==> src/rtl/video_reg_commit_pkg.sv <==
// Shared definitions for the vblank-synchronised video register commit block:
// register map indices, CTRL/status bit positions, FSM states, byte-merge helper.
package video_reg_commit_pkg;

  // Word index of the control/status register in the iomem window
  localparam logic [3:0] REG_CTRL = 4'd15;

  // CTRL write bits
  localparam int unsigned CTRL_AUTO_BIT    = 0;
  localparam int unsigned CTRL_PENDING_BIT = 1;
  localparam int unsigned CTRL_CLR_OVR_BIT = 2;

  // Commit FSM states
  typedef enum logic {
    ST_IDLE = 1'b0,
    ST_COPY = 1'b1
  } state_e;

  // Merge new bytes into an old word according to the byte strobes
  function automatic logic [31:0] byte_merge(input logic [31:0] old_v,
                                             input logic [31:0] new_v,
                                             input logic [3:0]  strb);
    logic [31:0] res;
    res = old_v;
    for (int b = 0; b < 4; b++) begin
      if (strb[b]) begin
        res[8*b +: 8] = new_v[8*b +: 8];
      end else begin
        res[8*b +: 8] = old_v[8*b +: 8];
      end
    end
    return res;
  endfunction

endpackage

==> src/rtl/video_reg_commit.sv <==
// Vblank-synchronised commit controller. CPU writes land in a shadow bank and
// mark dirty bits; on each vblank rise an FSM copies the dirty words into the
// live video register bank one word per cycle so no frame sees a torn update.
module video_reg_commit
  import video_reg_commit_pkg::*;
#(
  parameter int unsigned NUM_REGS    = 10,
  parameter int unsigned FRAME_CNT_W = 16
) (
  input  logic        clk,
  input  logic        resetn,
  input  logic        sel,
  input  logic        iomem_valid,
  input  logic [3:0]  iomem_wstrb,
  input  logic [31:0] iomem_addr,
  input  logic [31:0] iomem_wdata,
  output logic        iomem_ready,
  output logic [31:0] iomem_rdata,
  input  logic        vblank,
  output logic        reg_we,
  output logic [3:0]  reg_addr,
  output logic [31:0] reg_wdata,
  output logic        commit_irq
);

  localparam int unsigned CNT_W = (NUM_REGS > 1) ? $clog2(NUM_REGS) : 1;
  localparam logic [CNT_W-1:0] LAST_CNT = CNT_W'(NUM_REGS - 1);

  // State
  logic [31:0]            shadow_q [NUM_REGS];
  logic [NUM_REGS-1:0]    dirty_q;
  logic                   auto_q;
  logic                   pending_q;
  logic                   overrun_q;
  logic                   vblank_q;
  state_e                 state_q;
  logic [CNT_W-1:0]       cnt_q;
  logic [FRAME_CNT_W-1:0] frame_cnt_q;
  logic                   ready_q;
  logic [31:0]            rdata_q;
  logic                   reg_we_q;
  logic [3:0]             reg_addr_q;
  logic [31:0]            reg_wdata_q;
  logic                   irq_q;

  // Decode / next-state
  logic [3:0]          idx_d;
  logic                accept_d;
  logic                wr_d;
  logic                shadow_hit_d;
  logic                shadow_wr_d;
  logic                ctrl_wr_d;
  logic                vb_rise_d;
  logic                busy_d;
  logic                start_d;
  logic [15:0]         frame16_d;
  logic [31:0]         status_d;
  logic [31:0]         rdata_d;
  logic [NUM_REGS-1:0] dirty_d;
  logic                unused_addr_s;

  assign idx_d        = iomem_addr[5:2];
  assign accept_d     = iomem_valid & sel & ~ready_q;
  assign wr_d         = accept_d & (|iomem_wstrb);
  assign shadow_hit_d = (32'(idx_d) < NUM_REGS);
  assign shadow_wr_d  = wr_d & shadow_hit_d;
  assign ctrl_wr_d    = wr_d & (idx_d == REG_CTRL) & iomem_wstrb[0];
  assign vb_rise_d    = vblank & ~vblank_q;
  assign busy_d       = (state_q == ST_COPY);
  assign start_d      = vb_rise_d & (pending_q | (auto_q & (|dirty_q)));
  assign unused_addr_s = ^{iomem_addr[31:6], iomem_addr[1:0]};

  // Status frame counter field is always 16 bits wide
  if (FRAME_CNT_W >= 16) begin : g_fc_trunc
    assign frame16_d = frame_cnt_q[15:0];
  end else begin : g_fc_ext
    assign frame16_d = {{(16 - FRAME_CNT_W){1'b0}}, frame_cnt_q};
  end

  assign status_d = {frame16_d, 12'd0, overrun_q, busy_d, pending_q, auto_q};

  // Read mux: shadow words, CTRL status, zero elsewhere
  always_comb begin
    rdata_d = 32'd0;
    if (shadow_hit_d) begin
      rdata_d = shadow_q[idx_d];
    end else if (idx_d == REG_CTRL) begin
      rdata_d = status_d;
    end else begin
      rdata_d = 32'd0;
    end
  end

  // Dirty bits: copy clears the word in flight, a CPU write in the same cycle wins
  always_comb begin
    dirty_d = dirty_q;
    if (busy_d) begin
      dirty_d[cnt_q] = 1'b0;
    end else begin
      dirty_d = dirty_q;
    end
    if (shadow_wr_d) begin
      dirty_d[idx_d] = 1'b1;
    end else begin
      dirty_d = dirty_d;
    end
  end

  // Bus handshake, read data capture and shadow bank byte-merged writes
  always_ff @(posedge clk) begin
    if (!resetn) begin
      ready_q <= 1'b0;
      rdata_q <= 32'd0;
      for (int i = 0; i < int'(NUM_REGS); i++) begin
        shadow_q[i] <= 32'd0;
      end
    end else begin
      ready_q <= accept_d;
      if (accept_d) begin
        rdata_q <= rdata_d;
      end
      if (shadow_wr_d) begin
        shadow_q[idx_d] <= byte_merge(shadow_q[idx_d], iomem_wdata, iomem_wstrb);
      end
    end
  end

  // Vblank history for rise detection; tracks the pin even in reset so a high
  // vblank at reset release is not mistaken for a new frame
  always_ff @(posedge clk) begin
    vblank_q <= vblank;
  end

  // Commit FSM with CTRL/status state and registered live-bank outputs
  always_ff @(posedge clk) begin
    if (!resetn) begin
      state_q     <= ST_IDLE;
      cnt_q       <= {CNT_W{1'b0}};
      dirty_q     <= {NUM_REGS{1'b0}};
      auto_q      <= 1'b0;
      pending_q   <= 1'b0;
      overrun_q   <= 1'b0;
      frame_cnt_q <= {FRAME_CNT_W{1'b0}};
      reg_we_q    <= 1'b0;
      reg_addr_q  <= 4'd0;
      reg_wdata_q <= 32'd0;
      irq_q       <= 1'b0;
    end else begin
      reg_we_q <= 1'b0;
      irq_q    <= 1'b0;
      dirty_q  <= dirty_d;
      if (ctrl_wr_d) begin
        auto_q <= iomem_wdata[CTRL_AUTO_BIT];
        if (iomem_wdata[CTRL_CLR_OVR_BIT]) begin
          overrun_q <= 1'b0;
        end
      end
      case (state_q)
        ST_IDLE: begin
          if (start_d) begin
            state_q <= ST_COPY;
            cnt_q   <= {CNT_W{1'b0}};
          end
        end
        ST_COPY: begin
          reg_we_q    <= dirty_q[cnt_q];
          reg_addr_q  <= 4'(cnt_q);
          reg_wdata_q <= shadow_q[cnt_q];
          if (vb_rise_d) begin
            overrun_q <= 1'b1;
          end
          if (cnt_q == LAST_CNT) begin
            state_q     <= ST_IDLE;
            irq_q       <= 1'b1;
            frame_cnt_q <= frame_cnt_q + FRAME_CNT_W'(1);
            pending_q   <= 1'b0;
          end else begin
            cnt_q <= cnt_q + CNT_W'(1);
          end
        end
        default: begin
          state_q <= ST_IDLE;
        end
      endcase
      // A fresh commit request outranks the clear at the end of a commit
      if (ctrl_wr_d && iomem_wdata[CTRL_PENDING_BIT]) begin
        pending_q <= 1'b1;
      end
    end
  end

  assign iomem_ready = ready_q;
  assign iomem_rdata = rdata_q;
  assign reg_we      = reg_we_q;
  assign reg_addr    = reg_addr_q;
  assign reg_wdata   = reg_wdata_q;
  assign commit_irq  = irq_q;

endmodule

==> config.mk <==
export PLATFORM = sky130hd
export DESIGN_NAME = video_reg_commit
export DESIGN_NICKNAME = d
export VERILOG_FILES = /design/src/rtl/video_reg_commit_pkg.sv /design/src/rtl/video_reg_commit.sv
export SDC_FILE = /design/constraint.sdc
export NUM_CORES = 1
export LEC_CHECK = 0
export BUFFER_PORTS_ARGS = -buffer_cell sky130_fd_sc_hd__buf_4
export CORE_MARGIN = 2
export CORE_UTILIZATION = 40
export DETAILED_ROUTE_END_ITERATION = 16
export PLACE_DENSITY = 0.58
export SYNTH_ARGS = -nofsm -noshare
export SYNTH_HDL_FRONTEND = slang
export SYNTH_SLANG_ARGS = --single-unit
==> constraint.sdc <==
create_clock -name clk -period 4.9 [get_ports clk]
set_input_delay 1.225 -clock clk [delete_from_list [all_inputs] [get_ports clk]]
set_output_delay 1.225 -clock clk [all_outputs]
set_load 0.1 [all_outputs]
* After elaboration in Yosys (flattened, before gate mapping)
Memories as Yosys holds them, arrays and structs flattened. A register that Yosys moved wholly into a read port is not among the register bits.
Cells that the tools add are included.
** Word-level totals
- Register bits :: 74
- RAM bits :: 320
- Output and inout bits :: 71
- Memories kept :: 1
- Logic and storage cells :: 97
** Memories
- shadow_q :: depth 10, width 32, read ports 2, clocked after memory_dff 1, write ports 10, RTL line video_reg_commit.sv:30 : logic [31:0] shadow_q [NUM_REGS];
** Operators by class
- Add/sub/neg operators :: 2
- Equality and inequality tests :: 4
- Reduce and logical (&&, ||, !) cells :: 13
- Bitwise logic cells :: 16
- Muxes and demuxes :: 43
- $lt $le $gt $ge :: 5
** Operator list (count)
- 32-bit two-way mux :: 3
- 8-bit two-way mux :: 12
- 32-bit OR reduction :: 1
- 10-bit two-way mux :: 2
- 1-bit two-way mux :: 18
- 16-bit by 1-bit adder with 16-bit output (second input constant) :: 1
- 4-bit two-way mux :: 3
- 10-bit AND :: 1
- 4-bit by 5-bit less-than comparator with 1-bit output (second input constant) :: 2
- 10-bit inverter :: 1
- 10-bit bitwise OR :: 1
- 10-bit OR reduction :: 1
- 1-bit AND :: 9
- 1-bit demux with 4-bit select :: 2
- 4-bit == test (second input constant) :: 2
- 4-bit by 1-bit >= comparator with 1-bit output (second input constant) :: 2
- 4-bit one-hot mux with 2 select lines :: 1
- 2-bit AND reduction :: 4
- 4-bit by 1-bit adder with 4-bit output (second input constant) :: 1
- 1-bit binary-select mux with 4-bit select :: 1
- 4-bit less-than comparator (second input constant) :: 1
- 2-bit inequality test (second input constant) :: 2
- 2-bit nonzero test :: 2
- 4-bit OR reduction :: 1
- 5 further kinds :: 9

* Depth between registers and ports, before layout
Gate-level depths: netlist of the first run.
- Word-level depth :: 9
- Gate-level depth with buffers :: 10
- Mapped depth without buffers :: 6

* Least setup slack after synthesis of the first run
No wires, ideal clock.
- Path type :: input -> register
- Start point :: in iomem_addr[3]
- End point :: mem shadow_q[4][0] (enable)
- Path buffers :: 1
- Cell stages on the path :: 5
- Setup slack :: -0.021 ns
- Arrival time :: 4.451 ns
- Cells stage by stage :: buf_4 -> o21a_2 -> nor3_2 -> nand3b_1 -> o31ai_1
** RTL lines
- from (decl) :: RTL line video_reg_commit.sv:15 : input logic [31:0] iomem_addr,
- to (decl) :: RTL line video_reg_commit.sv:30

==> implementation parameters, run 1 <==
Parameter                              Value

Clocking
  Cts repair resizes    0
  Clk Latency, worst-skew pair    630 ps
  Deepest level of the CTS H-tree    3
  # Post-CTS Setup Buffers    0
  Bufs on Longest Clock Path    3
  Clock root buffer    sky130_fd_sc_hd__clkbuf_16
  Hold-fix buffers at CTS    0
  CTS Buf Count    69
  CTS sink count    618
  Clock slew seen by the registers of the worst setup and hold paths    60 ps
  Clock tree from TritonCTS    built

Setup path
  End of the worst register-to-register path    reg_wdata[6]$_SDFFE_PN0P_
  Worst Path Arrival    3900 ps
  CP peak stage delay    1120 ps
  Reg-to-reg critical path startpoint    cnt_q[1]$_SDFFE_PN0P_
  Register-to-Register Setup Slack    1620 ps
  Number of cell instances on the worst register-to-register path    6
  Most repeated library cell on the critical path    sky130_fd_sc_hd__buf_4
  Slowest CP cell    sky130_fd_sc_hd__nor2b_4
  Classification of the worst setup path    in -> reg
  Kind of launch point of the worst setup path    primary input
  Cell-by-cell trace of the critical path    buf_4 > nor2b_4 > buf_4 > a22oi_1 > a21oi_1 > nor4_1
  Peak fanout along the critical path    27
  Data required time at the worst endpoint    5190 ps
  Endpoint type of the worst setup path    register

Floorplanning
  Die outline height    283 um
  Area of the die    80100 um2
  Placement Rows    102
  Initial core utilization    0.403
  I/O pin count    144
  Die X    283 um
  Core area    77200 um2

Route
  DRT Wirelength    106000 um
  Iter 0 DRT Violations    2802
  Wire per inst    26.9 um
  Residual antenna-violating net count after detailed routing    0
  Vias    23900
  Vias per cell    6.09
  Router iterations before antenna repair    6
  Post-route DRC violation count    0

Global routing
  First-pass GRT wire length    154000 um
  Pin count of the biggest net entering global routing    81
  Total global-route track usage    0.256
  Aggregate global routing overflow    0
  Antenna violations before repair    2
  Number of global-route vias before repair    23900

Placement
  Instance area at placement    33900 um2
  Port buffer count    115
  Final weighted congestion in routability-driven placement    0.850
  Post-Place Setup Slack    715 ps
  Final HPWL from detailed placement    63000 um

Timing
  Setup TNS    0 ps
  Highest clock frequency the design can meet    277 MHz
  Slew @ Worst Pin    1360 ps
  Worst path setup slack after routing    1290 ps
  Slew HR    0.0882
  Share of the clock period used by the worst path    0.736
  Endpoints failing setup    0
  Number of pins exceeding their max-slew limit in the final report    0
  Final period demand of the worst path    3610 ps
  Hold slack final    461 ps
  Final hold vios    0
  Unrepaired setup endpoints after global routing    false
  Largest clock skew in the final design    38.7 ps

Worst hold path
  Number of cells on the worst hold path    2
  Class of the worst hold path    reg -> reg
  Hold Path Origin    reg_wdata[31]$_SDFFE_PN0P_
  Worst hold path endpoint    reg_wdata[31]$_SDFFE_PN0P_

Finish
  Layout overhead on the synthesized area    15.9%
  Cell area after layout    36100 um2
  Diodes inserted    0
  Util after Layout    0.467
  Nets    2906
  Fraction of final layout cells with drive strength greater than 1    0.130

Yosys
  Post-synthesis sequential element count    618
  Synth area leaders    sky130_fd_sc_hd__edfxtp_1, sky130_fd_sc_hd__mux2i_1, sky130_fd_sc_hd__dfxtp_1
  Most frequent cell after synthesis    sky130_fd_sc_hd__mux2i_1
  Commonest register cell after synthesis    sky130_fd_sc_hd__edfxtp_1
  Most used standard cells in the synthesized netlist    sky130_fd_sc_hd__mux2i_1, sky130_fd_sc_hd__edfxtp_1, sky130_fd_sc_hd__nand3_1
  Yosys Warn Count    0
  Largest area contributor in the netlist    sky130_fd_sc_hd__edfxtp_1
  Number of distinct standard cells referenced by the synthesized netlist    63
  Post-synthesis instance total    2610
  Post-synth EDFFs    512
  Synth top area share    0.494
  Syn avg cell area    11.9 um2
  Sequential-to-total area share from yosys stat    0.562
  Cell area after synthesis    31100 um2
  Ys async rst share    0

Run
  Reported max-cap violation count    0

Power
  Worst vdd ir    0.207 mV
  Pwr per Cell Area    339 nW/um2
  Leakage dissipation    13.1 nW

Run status
  Result of the run    completed
[layer usage]
layer	share of wire	wire length [um]	track usage
met5	0.00022	23	0
met4	0.042	4420	0.104
met3	0.097	10200	0.0564
met2	0.47	49300	0.417
met1	0.39	41600	0.330
[report_power, final]
part | switching [W] | internal, W | total (W)
Clock | 0.00214 | 0.00300 | 0.00514
Combinational | 0.000764 | 0.000308 | 0.00107
Sequential | 0.000113 | 0.00589 | 0.00600
[cells by family after synthesis]
| group | Yosys count | share of synthesized area |
|---|---|---|
| and+or+nand+nor | 815 | 0.137 |
| DFF | 618 | 0.562 |
| muxes | 522 | 0.169 |
| AOI/OAI and AO/OA | 401 | 0.0905 |
| buffers and inverters | 236 | 0.0367 |
| xor gates and xnor gates | 12 | 0.00338 |
| adders and majority gates | 5 | 0.00201 |
| other | 1 | 0.000120 |
[worst max-delay path, delay by kind of cell]
| family | cells | cell delay, ps |
|---|---|---|
| and+or+nand+nor | 2 | 1370 |
| AOI/OAI and AO/OA | 2 | 650 |
| buffers and inverters | 2 | 610 |
[through the flow]
step / cells / power (W)
3_5_place_dp: 3797 / 0.00716
3_3_place_gp: 3797 / 0.00713
5_1_grt: 3923 / 0.0126
6_report: 3923 / 0.0122
2_1_floorplan: 2801 / 0.00678
4_1_cts: 3923 / 0.0123
[worst max-delay path by stage]
stage                  start                            to
6_report       iomem_addr[5]    shadow_q[15][24]$_DFFE_PP_
5_1_grt        iomem_addr[2]     shadow_q[10][7]$_DFFE_PP_
4_1_cts        iomem_addr[2]    shadow_q[12][20]$_DFFE_PP_
3_5_place_dp   iomem_addr[2]    shadow_q[11][20]$_DFFE_PP_
3_3_place_gp   iomem_addr[5]     shadow_q[9][20]$_DFFE_PP_
2_1_floorplan  iomem_addr[4]  shadow_q[0][0]$_SDFFCE_PN0P_
[flip-flops by register name, indices dropped and copies added, names as in the netlist]
| signal | cells |
|---|---|
| pending_q | 1 |
| busy_d | 1 |
| dirty_q | 10 |
| reg_we | 1 |
| frame16_d | 16 |
| vblank_q | 1 |
| shadow_q | 512 |
| auto_q | 1 |
| iomem_ready | 1 |
| overrun_q | 1 |
| iomem_rdata | 32 |
| cnt_q | 4 |
| reg_addr | 4 |
| commit_irq | 1 |
| reg_wdata | 32 |
[area by class of cell]
cell class,count,area [um2]
fill,7068,41100
sequential,618,17500
inverter,6,22.5
multi-input combinational,1947,13400
clock buffer,103,2010
tap,1040,1300
clock inverter,23,201
timing repair buffer,186,1630
[placed cells by master, fill, tap and decap left out, types with 6 or more instances in the layout]
cell type                     n
sky130_fd_sc_hd__mux2i_1    515
sky130_fd_sc_hd__edfxtp_1   512
sky130_fd_sc_hd__nand3_1    201
sky130_fd_sc_hd__conb_1     192
sky130_fd_sc_hd__nor4_1     180
sky130_fd_sc_hd__a22oi_1    172
sky130_fd_sc_hd__buf_4      167
sky130_fd_sc_hd__nand2_1    153
sky130_fd_sc_hd__nor3_1     130
sky130_fd_sc_hd__a21oi_1    111
sky130_fd_sc_hd__dfxtp_1    105
sky130_fd_sc_hd__clkbuf_16   73
sky130_fd_sc_hd__nor2_1      46
sky130_fd_sc_hd__nor2b_1     37
sky130_fd_sc_hd__a21oi_2     29
sky130_fd_sc_hd__clkbuf_1    23
sky130_fd_sc_hd__buf_12      18
sky130_fd_sc_hd__a21o_1      17
sky130_fd_sc_hd__a32oi_1     13
sky130_fd_sc_hd__nand2b_1    11
sky130_fd_sc_hd__o21ai_0     11
sky130_fd_sc_hd__a22oi_2     10
sky130_fd_sc_hd__xnor2_1     10
sky130_fd_sc_hd__clkinv_1     9
sky130_fd_sc_hd__o22ai_1      8
sky130_fd_sc_hd__clkbuf_8     7
sky130_fd_sc_hd__clkinv_2     7
sky130_fd_sc_hd__mux2_2       6
sky130_fd_sc_hd__o21ai_4      6
Power figures use the tool's default switching activity.
==> inputs of run 2 (changes only) <==
- PLACE_DENSITY: 0.58 -> 0.56
- clock period: 4.9 -> 3.65 ns (I/O delays scaled with it)
==> implementation parameters, run 2 (synthesis gave the netlist of run 1 again) <==
Parameter                              Value

Finish
  Nets    3008 (+3.5%)
  Diodes inserted    0 (unchanged)
  Sequential cell area in the final layout    17500 um2 (unchanged)
  Layout overhead on the synthesized area    19.8%
  Final cell count without fillers    4031 (+2.8%)
  Fill cells    7002 (-0.93%)
  Cell area after layout    37300 um2 (+3.3%)
  Multi-input logic area    13400 um2 (-0.12%)
  Largest register FFs    512 (unchanged)
  Fraction of final layout cells with drive strength greater than 1    0.163 (+0.0331)
  Most common cell after layout, fill and taps aside    sky130_fd_sc_hd__mux2i_1
  Register with the most flip-flops    shadow_q
  Commonest cells after routing, fill and taps aside    sky130_fd_sc_hd__mux2i_1, sky130_fd_sc_hd__edfxtp_1, sky130_fd_sc_hd__buf_4

Clocking
  Bufs on Longest Clock Path    3 (unchanged)
  Clock root buffer    sky130_fd_sc_hd__clkbuf_16
  Hold-fix buffers at CTS    0 (unchanged)
  Deepest level of the CTS H-tree    3 (unchanged)
  Clock tree from TritonCTS    built
  CTS Buf Count    74 (+7.2%)
  # Post-CTS Setup Buffers    0 (unchanged)
  Clk Latency, worst-skew pair    620 ps (about the same)
  CTS sink count    618 (unchanged)
  Clock slew seen by the registers of the worst setup and hold paths    50 ps (about the same)
  Cts repair resizes    0 (unchanged)

Power
  Leakage dissipation    13.8 nW (+5.4%)
  Power dissipated by switching net loads    0.00420 W (+39%)
  Combinational power share    0.088 (about the same)
  Clk network pwr share    0.446 (+0.025)
  Pwr per Cell Area    464 nW/um2 (+37%)
  Fraction of power spent switching nets    0.243 (-0.00429)
  Internal power    0.0131 W (+42%)
  Proportion of power drawn by flip-flops and latches    0.466 (-0.025)
  Worst vdd ir    0.348 mV (+68%)
  Total power draw    0.0173 W (+42%)

Timing
  Endpoints failing setup    0 (unchanged)
  Slew @ Worst Pin    1090 ps (-276 ps)
  Largest clock skew in the final design    18.0 ps (-20.7 ps)
  Share of the clock period used by the worst path    0.777
  Setup TNS    0 ps (unchanged)
  Number of pins exceeding their max-slew limit in the final report    0 (unchanged)
  Final period demand of the worst path    2830 ps
  Final hold vios    0 (unchanged)
  Unrepaired setup endpoints after global routing    false
  Worst path setup slack after routing    815 ps (-480 ps)
  Slew HR    0.267 (+0.179)
  Highest clock frequency the design can meet    353 MHz

Global routing
  Total global-route track usage    0.261 (+0.00498)
  Number of global-route vias before repair    24200 (+1.2%)
  Aggregate global routing overflow    0 (unchanged)
  Pin count of the biggest net entering global routing    100 (+23%)
  First-pass GRT wire length    156000 um (+1.3%)
  Antenna violations before repair    3 (+1)

Route
  Residual antenna-violating net count after detailed routing    0 (unchanged)
  Router iterations before antenna repair    6 (unchanged)
  Vias per cell    5.99 (-1.7%)
  Wire per inst    26.6 um (-1.0%)
  Iter 0 DRT Violations    2759 (-1.5%)
  DRT Wirelength    107000 um (+1.7%)
  Post-route DRC violation count    0 (unchanged)
  Vias    24100 (+0.96%)

Placement
  Port buffer count    115 (unchanged)
  Post-Place Setup Slack    112 ps (-603 ps)
  Final HPWL from detailed placement    65300 um (+3.7%)
  Instance area at placement    34700 um2 (+2.6%)
  Final weighted congestion in routability-driven placement    0.853 (+0.31%)
  Total placed cells including tap cells    3894 (+2.6%)

Setup path
  Endpoint type of the worst setup path    register
  Worst Path Arrival    3110 ps (-790 ps)
  Classification of the worst setup path    in -> reg
  Data required time at the worst endpoint    3920 ps (-1270 ps)
  Kind of launch point of the worst setup path    primary input
  Peak fanout along the critical path    40 (+48%)

Floorplanning
  I/O pin count    144 (unchanged)
  Core area    77200 um2 (unchanged)
  Initial core utilization    0.403 (unchanged)
  Die X    283 um (unchanged)
  Area of the die    80100 um2 (unchanged)
  Placement Rows    102 (unchanged)
  Die outline height    283 um (unchanged)

Run status
  Result of the run    completed

Run
  Reported max-cap violation count    0 (unchanged)

Worst hold path
  Class of the worst hold path    in -> reg
run 2: cell type report:
| type | count | share of cell area |
|---|---|---|
| Timing Repair Buffer | 283 | 0.0676 |
| Multi-Input combinational cell | 1947 | 0.359 |
| Clock inverter | 42 | 0.0125 |
| Sequential cell | 618 | 0.469 |
| Tap cell | 1040 | 0.0349 |
| Clock buffer | 95 | 0.0555 |
| Inverter | 6 | 0.000604 |
run 2: routing by layer:
layer,track usage,share of wire
met1,0.346,0.40
met2,0.428,0.47
met3,0.0475,0.091
met4,0.0949,0.036
met5,0,0.00021
run 2: power by group through the flow:
stage	combinational (W)	clock [W]	sequential (W)
final	0.00153	0.00771	0.00806
after global routing	0.00162	0.00806	0.00808
after CTS	0.00150	0.00780	0.00805
after detailed placement	0.00150	0	0.00820
after global placement	0.00148	0	0.00818
after floorplan	0.000825	0	0.00828
run 2: final timing paths:
| check | start | to | slack [ps] | depth (start not counted) |
|---|---|---|---|---|
| max reg2reg | iomem_ready$_SDFF_PN0_ | shadow_q[14][24]$_DFFE_PP_ | 980 | 5 |
| max | iomem_addr[2] | shadow_q[10][7]$_DFFE_PP_ | 820 | 6 |
| min | vblank | vblank_q$_DFF_P_ | 410 | 1 |
| min reg2reg | reg_wdata[5]$_SDFFE_PN0P_ | reg_wdata[5]$_SDFFE_PN0P_ | 460 | 2 |
run 2: critical path, stage by stage:
cell and delay [ps]:
sky130_fd_sc_hd__buf_8 390, sky130_fd_sc_hd__buf_12 300, sky130_fd_sc_hd__mux2i_1 110, sky130_fd_sc_hd__a22oi_1 350, sky130_fd_sc_hd__a21oi_2 110, sky130_fd_sc_hd__nor4_1 880
run 2: through the flow:
step           hold slack [ps]   util
5_1_grt                    389  0.483
2_1_floorplan              443      -
4_1_cts                    376  0.483
3_5_place_dp               450  0.450
3_3_place_gp               455  0.450
6_report                   405  0.483
